### src/rtl/pkt_check_rx_if.sv
// Stream channel bundle (data, byte strobes, sideband, framing, handshake)
// shared by the receive and forward sides of the packet checker.
interface pkt_stream_if #(
    parameter int DATA_W = 256,
    parameter int USER_W = 128
);
    logic [DATA_W-1:0]   tdata;
    logic [DATA_W/8-1:0] tstrb;
    logic [USER_W-1:0]   tuser;
    logic                tvalid;
    logic                tready;
    logic                tlast;

    modport master (output tdata, tstrb, tuser, tvalid, tlast, input tready);
    modport slave  (input tdata, tstrb, tuser, tvalid, tlast, output tready);
endinterface

### src/rtl/pkt_check_rx.sv
// Receive-side packet checker: one-deep forwarding slice plus per-packet
// sequence-gap, latency and traffic statistics taken from the first beat.
module pkt_check_rx #(
    parameter int C_S_AXIS_DATA_WIDTH  = 256,
    parameter int C_M_AXIS_DATA_WIDTH  = 256,
    parameter int C_S_AXIS_TUSER_WIDTH = 128,
    parameter int C_M_AXIS_TUSER_WIDTH = 128,
    parameter int TIME_STAMP_DWIDTH    = 64,
    parameter int C_PKT_COUNT_DWIDTH   = 64,
    parameter int SEQ_POS              = 128,
    parameter int TS_POS               = 192
) (
    input  logic                          axi_aclk,
    input  logic                          axi_resetn,
    pkt_stream_if.slave                   s_axis,
    pkt_stream_if.master                  m_axis,
    input  logic [TIME_STAMP_DWIDTH-1:0]  time_stamp,
    input  logic                          stat_clear,
    output logic [C_PKT_COUNT_DWIDTH-1:0] rx_pkt_count,
    output logic [C_PKT_COUNT_DWIDTH-1:0] rx_byte_count,
    output logic [C_PKT_COUNT_DWIDTH-1:0] seq_lost_count,
    output logic [C_PKT_COUNT_DWIDTH-1:0] seq_ooo_count,
    output logic [TIME_STAMP_DWIDTH-1:0]  last_latency,
    output logic [TIME_STAMP_DWIDTH-1:0]  max_latency
);
    localparam int DW = C_S_AXIS_DATA_WIDTH;
    localparam int SW = DW / 8;
    localparam int UW = C_S_AXIS_TUSER_WIDTH;
    localparam int TW = TIME_STAMP_DWIDTH;
    localparam int CW = C_PKT_COUNT_DWIDTH;

    if (C_M_AXIS_DATA_WIDTH != DW || C_M_AXIS_TUSER_WIDTH != UW) begin : g_width_chk
        $error("pkt_check_rx: master and slave stream widths must match");
    end

    typedef enum logic [0:0] {ST_SOP, ST_BODY} state_e;

    state_e          state_q, state_d;
    logic            m_vld_q, m_last_q;
    logic [DW-1:0]   m_data_q;
    logic [SW-1:0]   m_strb_q;
    logic [UW-1:0]   m_user_q;
    logic            s_rdy, acc, sop, first_q;
    logic [63:0]     seq, exp_q, dlt;
    logic [TW-1:0]   tx_ts, lat, last_lat_q, max_lat_q;
    logic [CW:0]     strb_cnt;
    logic [CW-1:0]   pkt_q, byte_q, lost_q, ooo_q;

    function automatic logic [CW-1:0] sat_add(input logic [CW-1:0] a, input logic [CW:0] b);
        logic [CW+1:0] s;
        s = {2'b00, a} + {1'b0, b};
        return (s[CW+1:CW] != 2'b00) ? '1 : s[CW-1:0];
    endfunction

    // Ready is gated by reset so no beat is taken while the slice is held clear.
    assign s_rdy         = axi_resetn & (~m_vld_q | m_axis.tready);
    assign s_axis.tready = s_rdy;
    assign acc           = s_axis.tvalid & s_rdy;
    assign sop           = (state_q == ST_SOP);
    assign seq           = s_axis.tdata[SEQ_POS +: 64];
    assign tx_ts         = s_axis.tdata[TS_POS +: TW];
    assign lat           = time_stamp - tx_ts;
    assign dlt           = seq - exp_q;

    assign m_axis.tvalid = m_vld_q;
    assign m_axis.tdata  = m_data_q;
    assign m_axis.tstrb  = m_strb_q;
    assign m_axis.tuser  = m_user_q;
    assign m_axis.tlast  = m_last_q;

    assign rx_pkt_count   = pkt_q;
    assign rx_byte_count  = byte_q;
    assign seq_lost_count = lost_q;
    assign seq_ooo_count  = ooo_q;
    assign last_latency   = last_lat_q;
    assign max_latency    = max_lat_q;

    always_comb begin
        strb_cnt = '0;
        for (int i = 0; i < SW; i++) strb_cnt = strb_cnt + {{CW{1'b0}}, s_axis.tstrb[i]};
    end

    always_ff @(posedge axi_aclk or negedge axi_resetn) begin
        if (!axi_resetn) begin
            m_vld_q  <= 1'b0;
            m_data_q <= '0;
            m_strb_q <= '0;
            m_user_q <= '0;
            m_last_q <= 1'b0;
        end else if (s_rdy) begin
            // Slot is empty or retiring this edge, so it simply follows the input.
            m_vld_q <= s_axis.tvalid;
            if (s_axis.tvalid) begin
                m_data_q <= s_axis.tdata;
                m_strb_q <= s_axis.tstrb;
                m_user_q <= s_axis.tuser;
                m_last_q <= s_axis.tlast;
            end
        end
    end

    always_ff @(posedge axi_aclk or negedge axi_resetn) begin
        if (!axi_resetn) state_q <= ST_SOP;
        else             state_q <= state_d;
    end

    always_comb begin
        state_d = state_q;
        if (acc) begin
            if (sop && !s_axis.tlast)  state_d = ST_BODY;
            else if (!sop && s_axis.tlast) state_d = ST_SOP;
        end
    end

    always_ff @(posedge axi_aclk or negedge axi_resetn) begin
        if (!axi_resetn) begin
            pkt_q      <= '0;
            byte_q     <= '0;
            lost_q     <= '0;
            ooo_q      <= '0;
            last_lat_q <= '0;
            max_lat_q  <= '0;
            exp_q      <= '0;
            first_q    <= 1'b1;
        end else if (stat_clear) begin
            pkt_q      <= '0;
            byte_q     <= '0;
            lost_q     <= '0;
            ooo_q      <= '0;
            last_lat_q <= '0;
            max_lat_q  <= '0;
            first_q    <= 1'b1;
        end else if (acc) begin
            byte_q <= sat_add(byte_q, strb_cnt);
            if (s_axis.tlast) pkt_q <= sat_add(pkt_q, (CW+1)'(1));
            if (sop) begin
                last_lat_q <= lat;
                if (lat > max_lat_q) max_lat_q <= lat;
                // Forward gaps count as lost; a backward step counts once and keeps the window.
                if (first_q) begin
                    exp_q   <= seq + 64'd1;
                    first_q <= 1'b0;
                end else if (dlt == 64'd0) begin
                    exp_q <= seq + 64'd1;
                end else if (!dlt[63]) begin
                    lost_q <= sat_add(lost_q, (CW+1)'(dlt));
                    exp_q  <= seq + 64'd1;
                end else begin
                    ooo_q <= sat_add(ooo_q, (CW+1)'(1));
                end
            end
        end
    end
endmodule
### src/flat_wrapper.sv
// flat-port wrapper written by rule: the top's interface ports become plain ports
module pkt_check_rx_flat 
#(
    parameter int C_S_AXIS_DATA_WIDTH  = 256,
    parameter int C_M_AXIS_DATA_WIDTH  = 256,
    parameter int C_S_AXIS_TUSER_WIDTH = 128,
    parameter int C_M_AXIS_TUSER_WIDTH = 128,
    parameter int TIME_STAMP_DWIDTH    = 64,
    parameter int C_PKT_COUNT_DWIDTH   = 64,
    parameter int SEQ_POS              = 128,
    parameter int TS_POS               = 192
)
  (axi_aclk, axi_resetn, time_stamp, stat_clear, rx_pkt_count, rx_byte_count, seq_lost_count, seq_ooo_count, last_latency, max_latency, s_axis_tdata, s_axis_tstrb, s_axis_tuser, s_axis_tvalid, s_axis_tlast, s_axis_tready, m_axis_tdata, m_axis_tstrb, m_axis_tuser, m_axis_tvalid, m_axis_tlast, m_axis_tready);
  pkt_stream_if s_axis_i ();
  pkt_stream_if m_axis_i ();
  input  logic axi_aclk;
  input  logic axi_resetn;
  input  logic [TIME_STAMP_DWIDTH-1:0] time_stamp;
  input  logic stat_clear;
  output logic [C_PKT_COUNT_DWIDTH-1:0] rx_pkt_count;
  output logic [C_PKT_COUNT_DWIDTH-1:0] rx_byte_count;
  output logic [C_PKT_COUNT_DWIDTH-1:0] seq_lost_count;
  output logic [C_PKT_COUNT_DWIDTH-1:0] seq_ooo_count;
  output logic [TIME_STAMP_DWIDTH-1:0] last_latency;
  output logic [TIME_STAMP_DWIDTH-1:0] max_latency;
  input wire logic [$bits(s_axis_i.tdata)-1:0] s_axis_tdata;
  input wire logic [$bits(s_axis_i.tstrb)-1:0] s_axis_tstrb;
  input wire logic [$bits(s_axis_i.tuser)-1:0] s_axis_tuser;
  input wire logic [$bits(s_axis_i.tvalid)-1:0] s_axis_tvalid;
  input wire logic [$bits(s_axis_i.tlast)-1:0] s_axis_tlast;
  output wire logic [$bits(s_axis_i.tready)-1:0] s_axis_tready;
  output wire logic [$bits(m_axis_i.tdata)-1:0] m_axis_tdata;
  output wire logic [$bits(m_axis_i.tstrb)-1:0] m_axis_tstrb;
  output wire logic [$bits(m_axis_i.tuser)-1:0] m_axis_tuser;
  output wire logic [$bits(m_axis_i.tvalid)-1:0] m_axis_tvalid;
  output wire logic [$bits(m_axis_i.tlast)-1:0] m_axis_tlast;
  input wire logic [$bits(m_axis_i.tready)-1:0] m_axis_tready;
  assign s_axis_i.tdata = s_axis_tdata;
  assign s_axis_i.tstrb = s_axis_tstrb;
  assign s_axis_i.tuser = s_axis_tuser;
  assign s_axis_i.tvalid = s_axis_tvalid;
  assign s_axis_i.tlast = s_axis_tlast;
  assign s_axis_tready = s_axis_i.tready;
  assign m_axis_tdata = m_axis_i.tdata;
  assign m_axis_tstrb = m_axis_i.tstrb;
  assign m_axis_tuser = m_axis_i.tuser;
  assign m_axis_tvalid = m_axis_i.tvalid;
  assign m_axis_tlast = m_axis_i.tlast;
  assign m_axis_i.tready = m_axis_tready;
  pkt_check_rx #(.C_S_AXIS_DATA_WIDTH(C_S_AXIS_DATA_WIDTH), .C_M_AXIS_DATA_WIDTH(C_M_AXIS_DATA_WIDTH), .C_S_AXIS_TUSER_WIDTH(C_S_AXIS_TUSER_WIDTH), .C_M_AXIS_TUSER_WIDTH(C_M_AXIS_TUSER_WIDTH), .TIME_STAMP_DWIDTH(TIME_STAMP_DWIDTH), .C_PKT_COUNT_DWIDTH(C_PKT_COUNT_DWIDTH), .SEQ_POS(SEQ_POS), .TS_POS(TS_POS)) u_core (.axi_aclk(axi_aclk), .axi_resetn(axi_resetn), .s_axis(s_axis_i), .m_axis(m_axis_i), .time_stamp(time_stamp), .stat_clear(stat_clear), .rx_pkt_count(rx_pkt_count), .rx_byte_count(rx_byte_count), .seq_lost_count(seq_lost_count), .seq_ooo_count(seq_ooo_count), .last_latency(last_latency), .max_latency(max_latency));
endmodule
### config.mk
export PLATFORM = sky130hd
export DESIGN_NAME = pkt_check_rx_flat
export DESIGN_NICKNAME = d
export VERILOG_FILES = /design/src/rtl/pkt_check_rx_if.sv /design/src/rtl/pkt_check_rx.sv /design/src/flat_wrapper.sv
export SDC_FILE = /design/constraint.sdc
export NUM_CORES = 2
export LEC_CHECK = 0
export ABC_AREA = 1
export CAP_MARGIN = 10
export CORE_AREA = 2 2 503 505
export DETAILED_ROUTE_END_ITERATION = 7
export DIE_AREA = 0 0 505 507
export PLACE_DENSITY_LB_ADDON = 0.12
export SYNTH_ARGS = -nofsm -noshare
export SYNTH_HDL_FRONTEND = slang
export SYNTH_SLANG_ARGS = --single-unit
### constraint.sdc
create_clock -name axi_aclk -period 4.65 [get_ports axi_aclk]
set_clock_uncertainty 0.1 [all_clocks]
set_input_delay 0.6975 -clock axi_aclk [delete_from_list [all_inputs] [get_ports axi_aclk]]
set_output_delay 0.6975 -clock axi_aclk [all_outputs]
set_load 0.01 [all_outputs]
==> run_results.csv <==
group,metric,value,unit
run_status,outcome,"finished with violations",
run_status,failed_checks,"negative setup slack",
placement,port_buffer_count,1288,
drt,route.detailed.drc,0,
synthesis,postSynthAreaPerCell,6.86,sq um
synthesis,post_synth_instance_area,58700,sq um
pwr,pwr_density_cell,571,nW/um^2
floorplanning,die_height,507,um
clocking,tritoncts_num_sinks,868,
drt,routed_via_density,4.70,
drt,routedWlPerCell,25.9,um
clocking,tritoncts.num_buffers,113,
layout,multi_input_area,34600,sq um
layout,final_cells,14700,
layout,final_area,94600,sq um
floorplanning,die-area,256000,sq um
clocking,clkTransAtPathRegs,0.06,ns
synthesis,yosys_register_bits,868,
floorplanning,initial_utilization,23.4,%
placement,placed_cell_area,85400,sq um
layout,syn2layout_area_growth,61.1,%
timing,worst_hold_slack,0.200,ns
synthesis,synth_cell_type_count,55,
worst_setup_path,cp_data_arrival_time,7.08,ns
synthesis,async_reset_ff_share,100,%
timing,timing.final.ws_setup,-1.80,ns
timing,share_of_the_cycle_needed_by_the_critical_path_after_routing,139,%
synthesis,syn-num-nets,9350,
layout,nets,11900,
layout,layout.cells.most_common_list,"sky130_fd_sc_hd__nand2_1 (2,708), sky130_fd_sc_hd__buf_4 (1,317), sky130_fd_sc_hd__inv_1 (1,246), sky130_fd_sc_hd__clkdlybuf4s50_1 (1,217), sky130_fd_sc_hd__dfrtp_1 (867)",
clocking,cts.htree.levels,3,
floorplanning,num_io_pins,1289,
timing,timing.setup.tns,-110.57,ns
layout,final-seq-area,21700,sq um
run,timing.max_cap.violations,0,
placement,placer_s_final_routability_congestion_estimate,0.958,
timing,grt_setup_unrepaired,"yes",
worst_setup_path,worstSetupStartpointType,"input pin",
global_routing,grt_first_pass_wirelength,523000,um
timing,max_clock_freq,0.155,GHz
drt,detail_route.wirelength,380000,um
global_routing,total_grt_usage,28.6,%
floorplanning,row_count,184,
clocking,tritoncts,"yes",
worst_setup_path,critical_path.max_fanout,8,
floorplanning,core-area,250000,sq um
synthesis,sequential_fraction_of_the_synthesis_area,37.0,%
pwr,vdd_drop_max,463,uV
timing,finalSetupViolCount,64,
pwr,cellLeakagePower,45.5,nW
drt,vias,68900,
placement,pre_cts_slack,-3.12,ns
synthesis,ys_warn_count,0,
timing,timing.final.hold_violations,0,
worst_setup_path,critPathRequiredTime,5.27,ns
global_routing,via_count_of_the_first_global_routing_pass,68100,
synthesis,synth_enable_flop_cells,0,
synthesis,synth_ff_type,"sky130_fd_sc_hd__dfrtp_1",
drt,antenna_left,0,
clocking,clk_latency_worst_skew_pair,0.79,ns
pwr,power.total,54.0,mW
clocking,clk_path_buf_depth,3,
timing,maxSlewHeadroom,28.5,%
clocking,ctsRootBufferMaster,"sky130_fd_sc_hd__clkbuf_16",
worst_setup_path,rrSetupSlack,0.21,ns
timing,post-route-min-period,6.45,ns
worst_setup_path,cp-end-kind,"flop",
global_routing,pin_count_of_the_biggest_net_entering_global_routing,198,
floorplanning,die_w,505,um
layout,final_util,37.8,%
layout,fillCellCount,26700,
layout,layout_commonest_cell,"sky130_fd_sc_hd__nand2_1",
drt,detail_route.first_pass.iterations,6,
hold_path,class_of_the_tightest_hold_or_removal_check,"input pin to flop",
synthesis,post_synth_inst_count,8564,
placement,detailedPlacementHpwl,316000,um
placement,placed_cells,14300,
timing,tightestPinTransition,1.06,ns
global_routing,grt_antenna_before_repair,154,
worst_setup_path,criticalPathCategory,"input pin to flop",
timing,timing.final.max_slew_violations,0,
layout,drive_gt1_share,21.8,%
drt,initialDrtViolationCount,5140,
global_routing,overflow,0,
cells in the mapped netlist (all sizes together), types with 23 or more instances:
master | instances | area [sq um]
nor3 | 203 | 1070
ha | 272 | 3400
dfrtp | 867 | 21700
nand2 | 2860 | 10700
inv | 1357 | 5090
xor2 | 216 | 1890
nand3 | 249 | 1300
a21oi | 347 | 1740
a31oi | 49 | 307
xnor2 | 57 | 499
o22ai | 74 | 463
nand4 | 246 | 1550
o21bai | 26 | 195
nor2 | 616 | 2350
clkbuf | 179 | 672
fa | 28 | 561
buf | 69 | 415
nor4 | 77 | 509
nand3b | 24 | 180
a21o | 23 | 173
o21ai | 619 | 3100
layout make-up:
class	count	share of cell area, %
inverter	1360	5.51
antenna	71	0.188
timing repair buffer	2717	26.2
sequential	868	23.0
clock inverter	50	0.708
clock buffer	158	3.45
tap	3348	4.43
multi-input combinational	6089	36.5
timing repair:
item,CTS,global route
hold endpoints to repair,26,0
hold buffers,1,0
endpoints found under the setup margin,192,192
pin swaps,105,171
gates resized for setup,411,729
cloned,12,2
buffers inserted,63,57
final timing paths:
kind	start	to	depth (start not counted)
setup / recovery	s_axis_tstrb[0]	u_core.rx_byte_count[61]$_DFFE_PN0P_	27
hold / removal	s_axis_tstrb[20]	u_core.m_axis.tstrb[20]$_DFFE_PN0P_	4
setup reg to reg	u_core.exp_q[11]$_DFFE_PN0P_	u_core.seq_lost_count[33]$_DFFE_PN0P_	28
hold reg to reg	u_core.m_axis.tdata[71]$_DFFE_PN0P_	u_core.m_axis.tdata[71]$_DFFE_PN0P_	2
max in group asynchronous	axi_resetn	u_core.last_latency[22]$_DFFE_PN0P_	4
min in group asynchronous	axi_resetn	u_core.m_axis.tdata[170]$_DFFE_PN0P_	3
flip-flops by register name, indices dropped and copies added (netlist names), 32 cells and up:
signal	cells
u_core.exp_q	64
u_core.m_axis.tuser	128
u_core.seq_ooo_count	64
u_core.rx_byte_count	64
u_core.m_axis.tstrb	32
u_core.rx_pkt_count	64
u_core.last_latency	64
u_core.m_axis.tdata	256
u_core.max_latency	64
u_core.seq_lost_count	64
where the power goes:
group | switching (mW) | internal, mW
logic | 18.7 | 15.8
registers | 1.12 | 8.82
clock network | 4.01 | 5.50
kinds of logic after synthesis:
| group | after synthesis | share of synthesized area [%] |
|---|---|---|
| and+or+nand+nor | 4315 | 30.6 |
| buffers and inverters | 1608 | 10.5 |
| AOI/OAI and AO/OA | 1200 | 11.0 |
| DFF | 868 | 37.0 |
| adders and majority gates | 300 | 6.75 |
| xor gates and xnor gates | 273 | 4.07 |
layer usage:
layer  vias to the layer above  track usage, %  share of wire [%]
li1                      32600               -                  -
met1                     33500            34.7                 40
met2                      2264            47.9                 48
met3                       558            6.32                6.7
met4                        24            13.2                5.1
met5                         -               0              0.036
worst max-delay path, cell delays in order:
cell and delay [ns]:
sky130_fd_sc_hd__buf_8 0.10, sky130_fd_sc_hd__ha_4 0.25, sky130_fd_sc_hd__inv_2 0.03, sky130_fd_sc_hd__fa_1 0.46, sky130_fd_sc_hd__fa_1 0.51, sky130_fd_sc_hd__fa_1 0.44, sky130_fd_sc_hd__fa_1 0.53, sky130_fd_sc_hd__fa_1 0.44
sky130_fd_sc_hd__fa_1 0.50, sky130_fd_sc_hd__fa_2 0.40, sky130_fd_sc_hd__fa_2 0.40, sky130_fd_sc_hd__o21ai_2 0.14, sky130_fd_sc_hd__xor2_1 0.23, sky130_fd_sc_hd__ha_1 0.28, sky130_fd_sc_hd__nand2_2 0.11, sky130_fd_sc_hd__o21ai_4 0.18
sky130_fd_sc_hd__nand2_4 0.08, sky130_fd_sc_hd__buf_4 0.14, sky130_fd_sc_hd__buf_6 0.11, sky130_fd_sc_hd__nor3_4 0.20, sky130_fd_sc_hd__nand2_2 0.10, sky130_fd_sc_hd__nor2_4 0.13, sky130_fd_sc_hd__buf_8 0.15, sky130_fd_sc_hd__buf_12 0.11
sky130_fd_sc_hd__buf_12 0.14, sky130_fd_sc_hd__o21ai_1 0.07, sky130_fd_sc_hd__o21ai_1 0.12
Power figures use the tool's default switching activity.
